### config.mk
export PLATFORM = sky130hd
export DESIGN_NAME = prog_loader
export DESIGN_NICKNAME = d
export VERILOG_FILES = /design/src/rtl/loader_pkg.sv /design/src/rtl/byte_packer.sv /design/src/rtl/prog_loader.sv
export SDC_FILE = /design/constraint.sdc
export NUM_CORES = 1
export LEC_CHECK = 0
export BUFFER_PORTS_ARGS = -buffer_cell sky130_fd_sc_hd__buf_2
export CAP_MARGIN = 15
export CORE_ASPECT_RATIO = 1.25
export CORE_UTILIZATION = 55
export CTS_CLUSTER_SIZE = 25
export DETAILED_ROUTE_END_ITERATION = 12
export PLACE_DENSITY_LB_ADDON = 0.3
export SKIP_LAST_GASP = 1
export SYNTH_ARGS = -nofsm -noshare
export SYNTH_HDL_FRONTEND = slang
export SYNTH_SLANG_ARGS = --single-unit
### constraint.sdc
create_clock -name clk -period 5.75 [get_ports clk]
set_clock_uncertainty 0.05 [all_clocks]
set_input_delay 0.2875 -clock clk [delete_from_list [all_inputs] [get_ports clk]]
set_output_delay 0.2875 -clock clk [all_outputs]
set_load 0.02 [all_outputs]
### src/rtl/loader_pkg.sv
// Shared types and constants for the boot-time program loader.
// Holds the loader state encoding and stream framing sizes.
package loader_pkg;

   typedef enum logic [2:0] {
      HDR0,
      HDR1,
      DATA,
      CSUM,
      RUN,
      ERR
   } state_e;

   localparam int HDR_BYTES  = 2;
   localparam int WORD_BYTES = 4;

endpackage

### src/rtl/byte_packer.sv
// Packs a little-endian byte stream into 32-bit words.
// word_valid_o pulses with the 4th byte; the top registers it.
module byte_packer
   import loader_pkg::*;
(
   input  logic        clk,
   input  logic        clr_i,
   input  logic        byte_valid_i,
   input  logic [7:0]  byte_i,
   output logic        word_valid_o,
   output logic [31:0] word_o
);

   localparam logic [1:0] LAST = 2'(WORD_BYTES - 1);

   logic [1:0]  bcnt_q;
   logic [23:0] buf_q;

   assign word_valid_o = byte_valid_i && (bcnt_q == LAST);
   assign word_o       = {byte_i, buf_q};

   // Collect the lower three bytes; the 4th is forwarded directly.
   always_ff @(posedge clk) begin
      if (clr_i) begin
         bcnt_q <= '0;
         buf_q  <= '0;
      end else if (byte_valid_i) begin
         bcnt_q <= bcnt_q + 2'd1;
         if (bcnt_q != LAST)
            buf_q[8*bcnt_q +: 8] <= byte_i;
      end
   end

endmodule

### src/rtl/prog_loader.sv
// Boot-time program loader: header, words into imem, XOR checksum.
// Releases the CPU on a good image, flags a sticky error otherwise.
module prog_loader
   import loader_pkg::*;
#(
   parameter int ADDR_W = 8
) (
   input  logic              clk,
   input  logic              rst,
   input  logic [7:0]        in_data,
   input  logic              in_valid,
   output logic              in_ready,
   output logic              imem_we,
   output logic [ADDR_W-1:0] imem_addr,
   output logic [31:0]       imem_wdata,
   output logic              cpu_run,
   output logic              busy,
   output logic              error
);

   localparam logic [16:0] MAX_WORDS = 17'd1 << ADDR_W;

   state_e            state_q;
   logic [15:0]       cnt_q;
   logic [ADDR_W:0]   widx_q;
   logic [7:0]        csum_q;
   logic              we_q;
   logic [ADDR_W-1:0] addr_q;
   logic [31:0]       wdata_q;
   logic              run_q;
   logic              busy_q;
   logic              err_q;

   logic              loading;
   logic              acc;
   logic [15:0]       cnt_d;
   logic [16:0]       widx_d;
   logic [7:0]        csum_d;
   logic              word_valid;
   logic [31:0]       word;

   assign loading = (state_q == HDR0) || (state_q == HDR1) ||
                    (state_q == DATA) || (state_q == CSUM);
   assign in_ready = rst && loading;
   assign acc      = in_valid && in_ready;
   assign cnt_d    = {in_data, cnt_q[7:0]};
   assign widx_d   = 17'(widx_q) + 17'd1;
   assign csum_d   = csum_q ^ in_data;

   byte_packer u_packer (
      .clk          (clk),
      .clr_i        (!rst),
      .byte_valid_i (acc && (state_q == DATA)),
      .byte_i       (in_data),
      .word_valid_o (word_valid),
      .word_o       (word)
   );

   // Loader FSM with counters, checksum and registered outputs.
   always_ff @(posedge clk) begin
      if (!rst) begin
         state_q <= HDR0;
         cnt_q   <= '0;
         widx_q  <= '0;
         csum_q  <= '0;
         we_q    <= 1'b0;
         addr_q  <= '0;
         wdata_q <= '0;
         run_q   <= 1'b0;
         busy_q  <= 1'b0;
         err_q   <= 1'b0;
      end else begin
         we_q <= 1'b0;
         if (acc)
            csum_q <= csum_d;
         unique case (state_q)
            HDR0: if (acc) begin
               cnt_q[7:0] <= in_data;
               busy_q     <= 1'b1;
               state_q    <= HDR1;
            end
            HDR1: if (acc) begin
               cnt_q[15:8] <= in_data;
               if (cnt_d == 16'd0) begin
                  state_q <= CSUM;
               end else if ({1'b0, cnt_d} > MAX_WORDS) begin
                  state_q <= ERR;
                  err_q   <= 1'b1;
                  busy_q  <= 1'b0;
               end else begin
                  state_q <= DATA;
               end
            end
            DATA: if (word_valid) begin
               we_q    <= 1'b1;
               addr_q  <= widx_q[ADDR_W-1:0];
               wdata_q <= word;
               widx_q  <= widx_d[ADDR_W:0];
               if (widx_d == {1'b0, cnt_q})
                  state_q <= CSUM;
            end
            CSUM: if (acc) begin
               busy_q <= 1'b0;
               if (csum_d == 8'd0) begin
                  state_q <= RUN;
                  run_q   <= 1'b1;
               end else begin
                  state_q <= ERR;
                  err_q   <= 1'b1;
               end
            end
            RUN, ERR: ;
            default: state_q <= ERR;
         endcase
      end
   end

   assign imem_we    = we_q;
   assign imem_addr  = addr_q;
   assign imem_wdata = wdata_q;
   assign cpu_run    = run_q;
   assign busy       = busy_q;
   assign error      = err_q;

endmodule

**Yosys cells after proc, flatten, opt, wreduce, memory -nomap -nowiden**

Cells that the tools add are included.

- Reductions and logical operators: 22
- Add/sub/neg operators: 3
- Mux-type cells: 23
- Bitwise operators: 2
- Magnitude comparators: 1
- Equal/unequal tests: 16
- Shifts and indexed selects: 2

Operators with widths:

| cell | number |
|---|---|
| $neg A5 Y34 | 1 |
| $shift A8 B34 Y24 const A | 1 |
| $shiftx A8 B34 Y24 | 1 |
| $bwmux W24 | 1 |
| $mux W3 | 7 |
| $reduce_and A6 Y1 | 3 |
| $eq A10 B16 Y1 | 1 |
| $gt A16 B9 Y1 const B | 1 |
| $logic_not A16 Y1 | 1 |
| $pmux W3 S5 | 1 |
| $mux W1 | 12 |
| $ne A2 B2 Y1 const B | 6 |
| $add A9 B1 Y10 const B | 1 |
| $reduce_and A2 Y1 | 5 |
| $logic_not A8 Y1 | 1 |
| $xor A8 B8 Y8 | 1 |
| $eq A3 B2 Y1 const B | 2 |
| $eq A3 B3 Y1 const B | 2 |
| $ne A2 B1 Y1 const B | 3 |
| $logic_and A1 B1 Y1 | 4 |
| $eq A3 B1 Y1 const B | 1 |
| $logic_not A3 Y1 | 1 |
| $logic_or A1 B1 Y1 | 3 |
| $pmux W1 S3 | 1 |
| 8 further kinds | 8 |

- Output and inout bits: 45
- Flip-flop bits (word level): 106
- Input port bits: 11
- Logic and storage cells: 82

**Depth between registers and ports, before layout**

Gate-level depths: netlist of run 1.

- Depth in word-level cells: 10
- Depth in mapped cells: 9
- Mapped depth without buffers: 7

**Cells and area by module**

Synthesis of run 1 repeated with hierarchy kept, for this count alone.

- Cells, all modules: 554
- Area total of the unflattened synthesis: 4588.2 um^2

By module, submodules not included:

| module | cells an instance | seq. area each (um^2) | instances | area an instance (um^2) |
|---|---|---|---|---|
| prog_loader | 417 | 1601.5 | 1 | 3424.5 |
| byte_packer | 137 | 520.5 | 1 | 1163.6 |

**Worst setup path before layout of run 1**

OpenSTA, ideal clock, no wires.

- Kind: reg2reg
- From: register widx_q[0] (netlist name)
- To: register busy_q, in the netlist busy
- Setup slack: 3.676 ns
- Data required time: 5.580 ns
- Cell stages (with the launch flop): 8
- Data arrival time: 1.904 ns
- Setup time: 0.120 ns
- Buffers on the path: 0
- Clock period less this slack: 2.074 ns
- Cell sequence: dfxtp_1 -> ha_1 -> nand3_1 -> or2_2 -> o21ai_0 -> a31oi_1 -> o21a_2 -> o31a_1

RTL lines:

| element | line | RTL |
|---|---|---|
| end signal: assignment | prog_loader.sv:70 | `busy_q <= 1'b0;` |
| end signal: assignment | prog_loader.sv:79 | `busy_q <= 1'b1;` |
| end signal: assignment | prog_loader.sv:89 | `busy_q <= 1'b0;` |
| end: declaration | prog_loader.sv:31 | `logic busy_q;` |

**Worst setup path after layout of run 1**

- From: register state_q[2]
- To: register widx_q[8]

- Word-level cells in the longest chain between the ends: 9
- Elaborated cells between the ends (all ways): 12
- Classes of those cells: eq/ne: 3; reduce/logical: 9

Ends and longest elaborated chain:

| element | line | RTL |
|---|---|---|
| start: declaration | prog_loader.sv:23 | `state_e state_q;` |
| start signal: assignment | prog_loader.sv:62 | `state_q <= HDR0;` |
| start signal: assignment | prog_loader.sv:80 | `state_q <= HDR1;` |
| start signal: assignment | prog_loader.sv:85 | `state_q <= CSUM;` |
| $eq A3 B1 Y1 / $logic_not A3 Y1 (equally long branches) | prog_loader.sv:42 | `assign loading = (state_q == HDR0) \|\| (state_q == HDR1) \|\|` |
| $logic_or A1 B1 Y1 (2 in a row) | prog_loader.sv:42 |  |
| $logic_or A1 B1 Y1 | prog_loader.sv:43 | `(state_q == DATA) \|\| (state_q == CSUM);` |
| $logic_and A1 B1 Y1 | prog_loader.sv:44 | `assign in_ready = rst && loading;` |
| $logic_and A1 B1 Y1 | prog_loader.sv:45 | `assign acc = in_valid && in_ready;` |
| $logic_and A1 B1 Y1 | prog_loader.sv:53 | `.byte_valid_i (acc && (state_q == DATA)),` |
| $logic_and A1 B1 Y1 | byte_packer.sv:19 | `assign word_valid_o = byte_valid_i && (bcnt_q == LAST);` |
| $reduce_and A2 Y1 (no source line) (*) | n/a |  |
| end signal: assignment | prog_loader.sv:98 | `widx_q <= widx_d[ADDR_W:0];` |
| end: declaration | prog_loader.sv:25 | `logic [ADDR_W:0] widx_q;` |

Every way passes the cells marked *; elsewhere a longest branch is shown, timed or not.
A chain may end at the register's enable or synchronous reset.

==> impl_metrics.yaml, run 1 <==
outcome:
  outcome: "finished, final reports clean"
synthesis:
  synthFlopType: "dfxtp_1"
  postSynthCellCount: 541
  ys_seq_area_share_pct: 45.3
  ys_async_sr_fraction_pct: 0
  synth_edf_count: 0
  synth-seq-cells: 106
  syn_nets: 558
  ys_types: 44
  syn_area_per_cell_um2: 8.67
  ys.warnings.count: 0
  syn_area_um2: 4690
clock_network:
  cts.sinks: 106
  clk_pin_slew_worst_paths_ns: 0.10
  cts_root_buf: "clkbuf_8"
  cts_tree: "built"
  post_cts_buffers: 0
  cts-resized-gates: 0
  cts_buffers: 9
  clock_latency_ns: 0.37
  cts_max_level: 3
  hold_buffers: 0
  cts_buffer_depth: 2
worst_setup_path:
  critPathKind: "flop to flop"
  required_ns: 5.97
  critPathMaxFanout: 49
  cp-end-kind: "flop"
  worstPathArrival_ns: 3.50
  startpoint_type: "flop"
timing:
  maxSlewViolCount: 0
  worst_pin_slew_ns: 0.983
  tns_ns: 0
  finalCritPeriodShare_pct: 57.1
  rsz0062_at_grt: "no"
  fmax_mhz: 305
  period_needed_ns: 3.28
  hold_viol: 0
  max_slew_margin_pct: 34.4
  holdWs_ns: 0.239
  finalSetupViolCount: 0
hold_path:
  hp-class: "input pin to flop"
floorplan:
  core_area_um2: 8240
  num_io_pins: 56
  die_h_um: 105
  die_x_um: 84.6
  initial_core_util_pct: 56.9
  row_count: 37
  dieArea_um2: 8900
global_route:
  grt.total_usage_pct: 23.2
  grt_pass1_vias: 3531
  grt_max_degree: 108
  overflow: 0
  grt_first_pass_wirelength_um: 16300
  antenna_found_initial: 0
cells_and_area:
  final_cells: 669
  nNetsFinal: 584
  diodes: 0
  design_area_um2: 5080
  areaGrowthSynthToFinish_pct: 8.35
  layout-drive-gt1-share_pct: 13.8
drt:
  detail-route-antenna-nets: 0
  vias: 3633
  avgViaCountPerCell: 5.43
  routed_wl_um: 9650
  route.detailed.drc: 0
  drt_iter0_drc: 189
  wl_per_cell_um: 14.4
  drt-pass1-iter-count: 6
power:
  p_comb_share_pct: 6.4
  leakage_nw: 1.88
  cellInternalPower_w: 0.000941
  p_switching_w: 0.000314
  power_frac_seq_pct: 60.0
  p_per_area_nw_per_um2: 247
  swShare_pct: 25.0
  peakVddDrop_v: 0.000123
  p_clk_share_pct: 33.7
place:
  place_congestion: 0.850
  place_area_um2: 4900
  placed_cells: 653
  dp_hpwl_um: 6370
  port-buffer-count: 55
job:
  cap_violations: 0
[state kept, by name, indices dropped and copies added (netlist names)]
name             cells
csum_q               8
u_packer.buf_q      24
busy                 1
imem_we              1
cpu_run              1
u_packer.bcnt_q      2
cnt_q               16
state_q              3
error                1
imem_wdata          32
widx_q               9
imem_addr            8
[Yosys cell counts (2+ instances only)]
master | count | area (µm²)
a21boi_0 | 68 | 510
a21oi_1 | 4 | 20.0
a31oi_1 | 2 | 12.5
and2_1 | 19 | 119
and2b_1 | 2 | 15.0
buf_1 | 5 | 18.8
buf_2 | 11 | 55.1
buf_4 | 4 | 30.0
clkbuf_1 | 19 | 71.3
dfxtp_1 | 106 | 2120
ha_1 | 6 | 75.1
inv_1 | 6 | 22.5
mux2i_1 | 17 | 170
nand2_1 | 129 | 484
nand3_1 | 31 | 155
nand3b_1 | 3 | 22.5
nand4_1 | 4 | 25.0
nor2_1 | 7 | 26.3
nor2b_1 | 21 | 131
nor3_1 | 3 | 15.0
nor3b_1 | 6 | 45.0
nor4_1 | 6 | 37.5
o2111ai_1 | 2 | 17.5
o21ai_0 | 6 | 30.0
o31ai_1 | 2 | 15.0
or3_1 | 2 | 12.5
or4_1 | 2 | 15.0
xnor2_1 | 30 | 263
xor2_1 | 3 | 26.3
[worst paths after layout]
check | from | endpoint | slack (ns) | cells after the start
max | state_q[2] | widx_q[8] | 2.47 | 6
min | in_data[1] | imem_wdata[25] | 0.24 | 3
max reg2reg | state_q[2] | widx_q[8] | 2.47 | 6
min reg2reg | error | error | 0.41 | 2
[worst max-delay path, cell delays in order (launching register included)]
cell     delay, ns
dfxtp_1       0.37
and3b_1       0.43
nand3_2       0.83
inv_2         0.99
nand4_1       0.20
xnor2_1       0.16
and2_1        0.15
[metrics by stage]
step	util [%]	power, W	setup WS (ns)
after global routing	61.7	0.00130	2.10
after CTS	61.7	0.00127	2.38
after detailed placement	59.5	0.000849	2.35
after floorplan	-	0.000830	3.68
after global placement	59.5	0.000847	2.49
final	61.7	0.00125	2.47
[metal layers]
layer  vias to the layer above  global-route usage [%]  wire, µm
li1                       1848                       -         -
met1                      1705                    26.9      4300
met3                        19                    3.13       224
met2                        61                    41.0      4840
met5                         -                       0         0
met4                         0                    12.5       286
[cell usage in the layout, fill, tap and decap left out, types with 2 or more instances in the layout]
master / Yosys / final
a21boi_0: 68 / 68
a21oi_1: 4 / 4
a31oi_1: 2 / 2
and2_1: 19 / 19
and2b_1: 2 / 2
buf_2: 11 / 55
clkbuf_8: 0 / 9
clkinv_2: 0 / 2
dfxtp_1: 106 / 106
ha_1: 6 / 6
inv_1: 6 / 6
inv_6: 0 / 3
mux2i_1: 17 / 17
nand2_1: 129 / 129
nand3_1: 31 / 30
nand3b_1: 3 / 3
nand4_1: 4 / 4
nor2_1: 7 / 7
nor2b_1: 21 / 21
nor3_1: 3 / 3
nor3b_1: 6 / 6
nor4_1: 6 / 6
o2111ai_1: 2 / 2
o21ai_0: 6 / 6
o31ai_1: 2 / 2
or3_1: 2 / 2
or4_1: 2 / 2
xnor2_1: 30 / 30
xor2_1: 3 / 3
[power groups by stage]
stage / Combinational, W / Clock [W] / Sequential, W
after global placement: 0.0000781 / 0 / 0.000769
after detailed placement: 0.0000797 / 0 / 0.000769
after CTS: 0.0000803 / 0.000434 / 0.000752
after global routing: 0.0000872 / 0.000458 / 0.000754
after floorplan: 0.0000623 / 0 / 0.000768
final: 0.0000801 / 0.000422 / 0.000752
[cell families (layout without fill, tap and decap cells)]
family / after synthesis / in the layout / share of synthesized area, %
compound gates: 92 / 92 / 14.4
xor+xnor: 33 / 33 / 6.16
fa+ha+maj: 6 / 6 / 1.60
buf+inv: 48 / 79 / 4.70
flops: 106 / 106 / 45.3
mux: 17 / 17 / 3.63
simple gates: 239 / 239 / 24.3
[layout make-up]
class / count / area (µm²)
fillers: 723 / 3160
multi-input cells: 387 / 2350
flip-flops and latches: 106 / 2120
repair buffers: 56 / 283
clock buffers: 9 / 124
well taps: 97 / 121
clock inverters: 7 / 52.6
inverters: 7 / 26.3
(Power assumes the default switching activity.)
==> inputs of run 2 (changes only) <==
==> constraint.sdc (replaced) <==
create_clock -name clk -period 3.4 [get_ports clk]
set_clock_uncertainty 0.05 [all_clocks]
set_input_delay 0.17 -clock clk [delete_from_list [all_inputs] [get_ports clk]]
set_output_delay 0.17 -clock clk [all_outputs]
set_load 0.02 [all_outputs]
==> run 2 against run 1 <==
Net effect: the flow now finishes with violations (DRC); non-clock buffer count is 3 higher; utilization rose by 0.82 points; combinational power increased by 67%; hold slack got worse by 0.12 ns; sequential cell count unchanged; sequential power is 69% higher; total power is 79% higher; global-route usage grew 0.22 points; final cell count is 0.45% higher; design area is 1.3% higher; maximum frequency increased by 30%; critical path type unchanged.
==> impl_metrics.yaml, run 2 (synthesis gave the netlist of run 1 again) <==
outcome:
  outcome: "finished, violations left"
  failed_checks: "DRC"
global_route:
  overflow: 0
  grt_pass1_vias: 3526
  grt.total_usage_pct: 23.4
  antenna_found_initial: 0
  grt_max_degree: 108
  grt_first_pass_wirelength_um: 16400
timing:
  period_needed_ns: 2.52
  max_slew_margin_pct: 39.5
  rsz0062_at_grt: "no"
  tns_ns: 0
  finalCritPeriodShare_pct: 74.1
  fmax_mhz: 397
  finalSetupViolCount: 0
  hold_viol: 0
  maxSlewViolCount: 0
  worst_pin_slew_ns: 0.905
hold_path:
  hp-class: "input pin to flop"
  worstHoldStart: "in_data[4]"
  hold_depth: 3
  hold_end: "imem_wdata[28]"
power:
  peakVddDrop_v: 0.000309
  p_per_area_nw_per_um2: 435
  leakage_nw: 1.92
clock_network:
  cts_buffer_depth: 2
  cts_root_buf: "clkbuf_8"
  cts_buffers: 9
  clk_pin_slew_worst_paths_ns: 0.10
  cts_max_level: 3
  cts-resized-gates: 0
  hold_buffers: 0
  clock_latency_ns: 0.37
  cts.sinks: 106
  post_cts_buffers: 0
  cts_tree: "built"
worst_setup_path:
  cp-end-kind: "flop"
  required_ns: 3.65
  worstPathArrival_ns: 2.77
  critPathMaxFanout: 38
  ff2ff_path_depth: 7
  critPathKind: "flop to flop"
  startpoint_type: "flop"
  rr_startpoint: "state_q[1]"
  worst-r2r-setup-slack_ns: 0.88
  timing.rr.end: "imem_addr[1]"
cells_and_area:
  nNetsFinal: 587
  mostFrequentLayoutCells: "nand2_1 (129), dfxtp_1 (106), a21boi_0 (68)"
  final_cells: 672
  diodes: 0
  fin_util_pct: 62.5
  layout_commonest_cell: "nand2_1"
  largest_register_ffs: 32
  layout-drive-gt1-share_pct: 14.3
  areaGrowthSynthToFinish_pct: 9.79
drt:
  route.detailed.drc: 2
  vias: 3663
  drt_iter0_drc: 216
  detail-route-antenna-nets: 0
  wl_per_cell_um: 14.5
  avgViaCountPerCell: 5.45
  routed_wl_um: 9750
  drt-pass1-iter-count: 12
place:
  placed_cells: 656
  port-buffer-count: 55
  place_congestion: 0.808
  dp_hpwl_um: 6480
floorplan:
  core_area_um2: 8240
  row_count: 37
  num_io_pins: 56
  die_h_um: 105
  die_x_um: 84.6
  initial_core_util_pct: 56.9
  dieArea_um2: 8900
job:
  cap_violations: 0
run 2: changes by cell type in the layout (fill, tap and decap cells not counted):
cell / previous run / this run
buf_4: 1 / 4
bufinv_16: 0 / 1
clkbuf_8: 9 / 12
clkinv_2: 2 / 0
clkinvlp_4: 1 / 0
inv_6: 3 / 2
run 2: power breakdown:
part / switching, W / internal, W
clock network: 0.000428 / 0.000408
logic: 0.0000732 / 0.0000612
registers: 0.0000150 / 0.00126
total: 0.000516 / 0.00173
run 2: stage by stage:
| step | total power [W] | instance area [µm²] | setup WS (ns) | hold slack (ns) |
|---|---|---|---|---|
| floorplan | 0.00140 | 4690 | 1.33 | 0.375 |
| global placement | 0.00143 | 4930 | 0.953 | 0.387 |
| detailed placement | 0.00144 | 4930 | 0.903 | 0.402 |
| CTS | 0.00226 | 5150 | 0.860 | 0.0996 |
| global route | 0.00233 | 5150 | 0.666 | 0.116 |
| finish | 0.00224 | 5150 | 0.882 | 0.117 |
run 2: area by class of cell:
| type | instances | area (µm²) |
|---|---|---|
| fillers | 758 | 3090 |
| multi-input cells | 387 | 2350 |
| flip-flops and latches | 106 | 2120 |
| repair buffers | 59 | 305 |
| clock buffers | 12 | 165 |
| well taps | 97 | 121 |
| clock inverters | 4 | 56.3 |
| inverters | 7 | 26.3 |
run 2: routing by layer:
layer / wire length (µm) / global-route usage (%)
met1: 4150 / 26.5
met2: 4970 / 41.4
met3: 414 / 5.40
met4: 211 / 10.5
met5: 0 / 0
run 2: worst max-delay path, stage by stage, from the launching register on:
cell      delay (ns)
dfxtp_1         0.48
nor2b_1         0.36
nand3_2         0.38
buf_4           0.34
inv_2           0.15
buf_4           0.38
nand2_1         0.11
a21boi_0        0.19
run 2: how the worst max path moves through the flow:
stage | start | endpoint | depth (start not counted)
floorplan | widx_q[0] | busy | 7
global placement | rst | cnt_q[1] | 7
detailed placement | state_q[1] | imem_addr[3] | 7
CTS | state_q[1] | imem_addr[3] | 7
global route | state_q[2] | imem_wdata[1] | 7
finish | state_q[1] | imem_addr[1] | 7
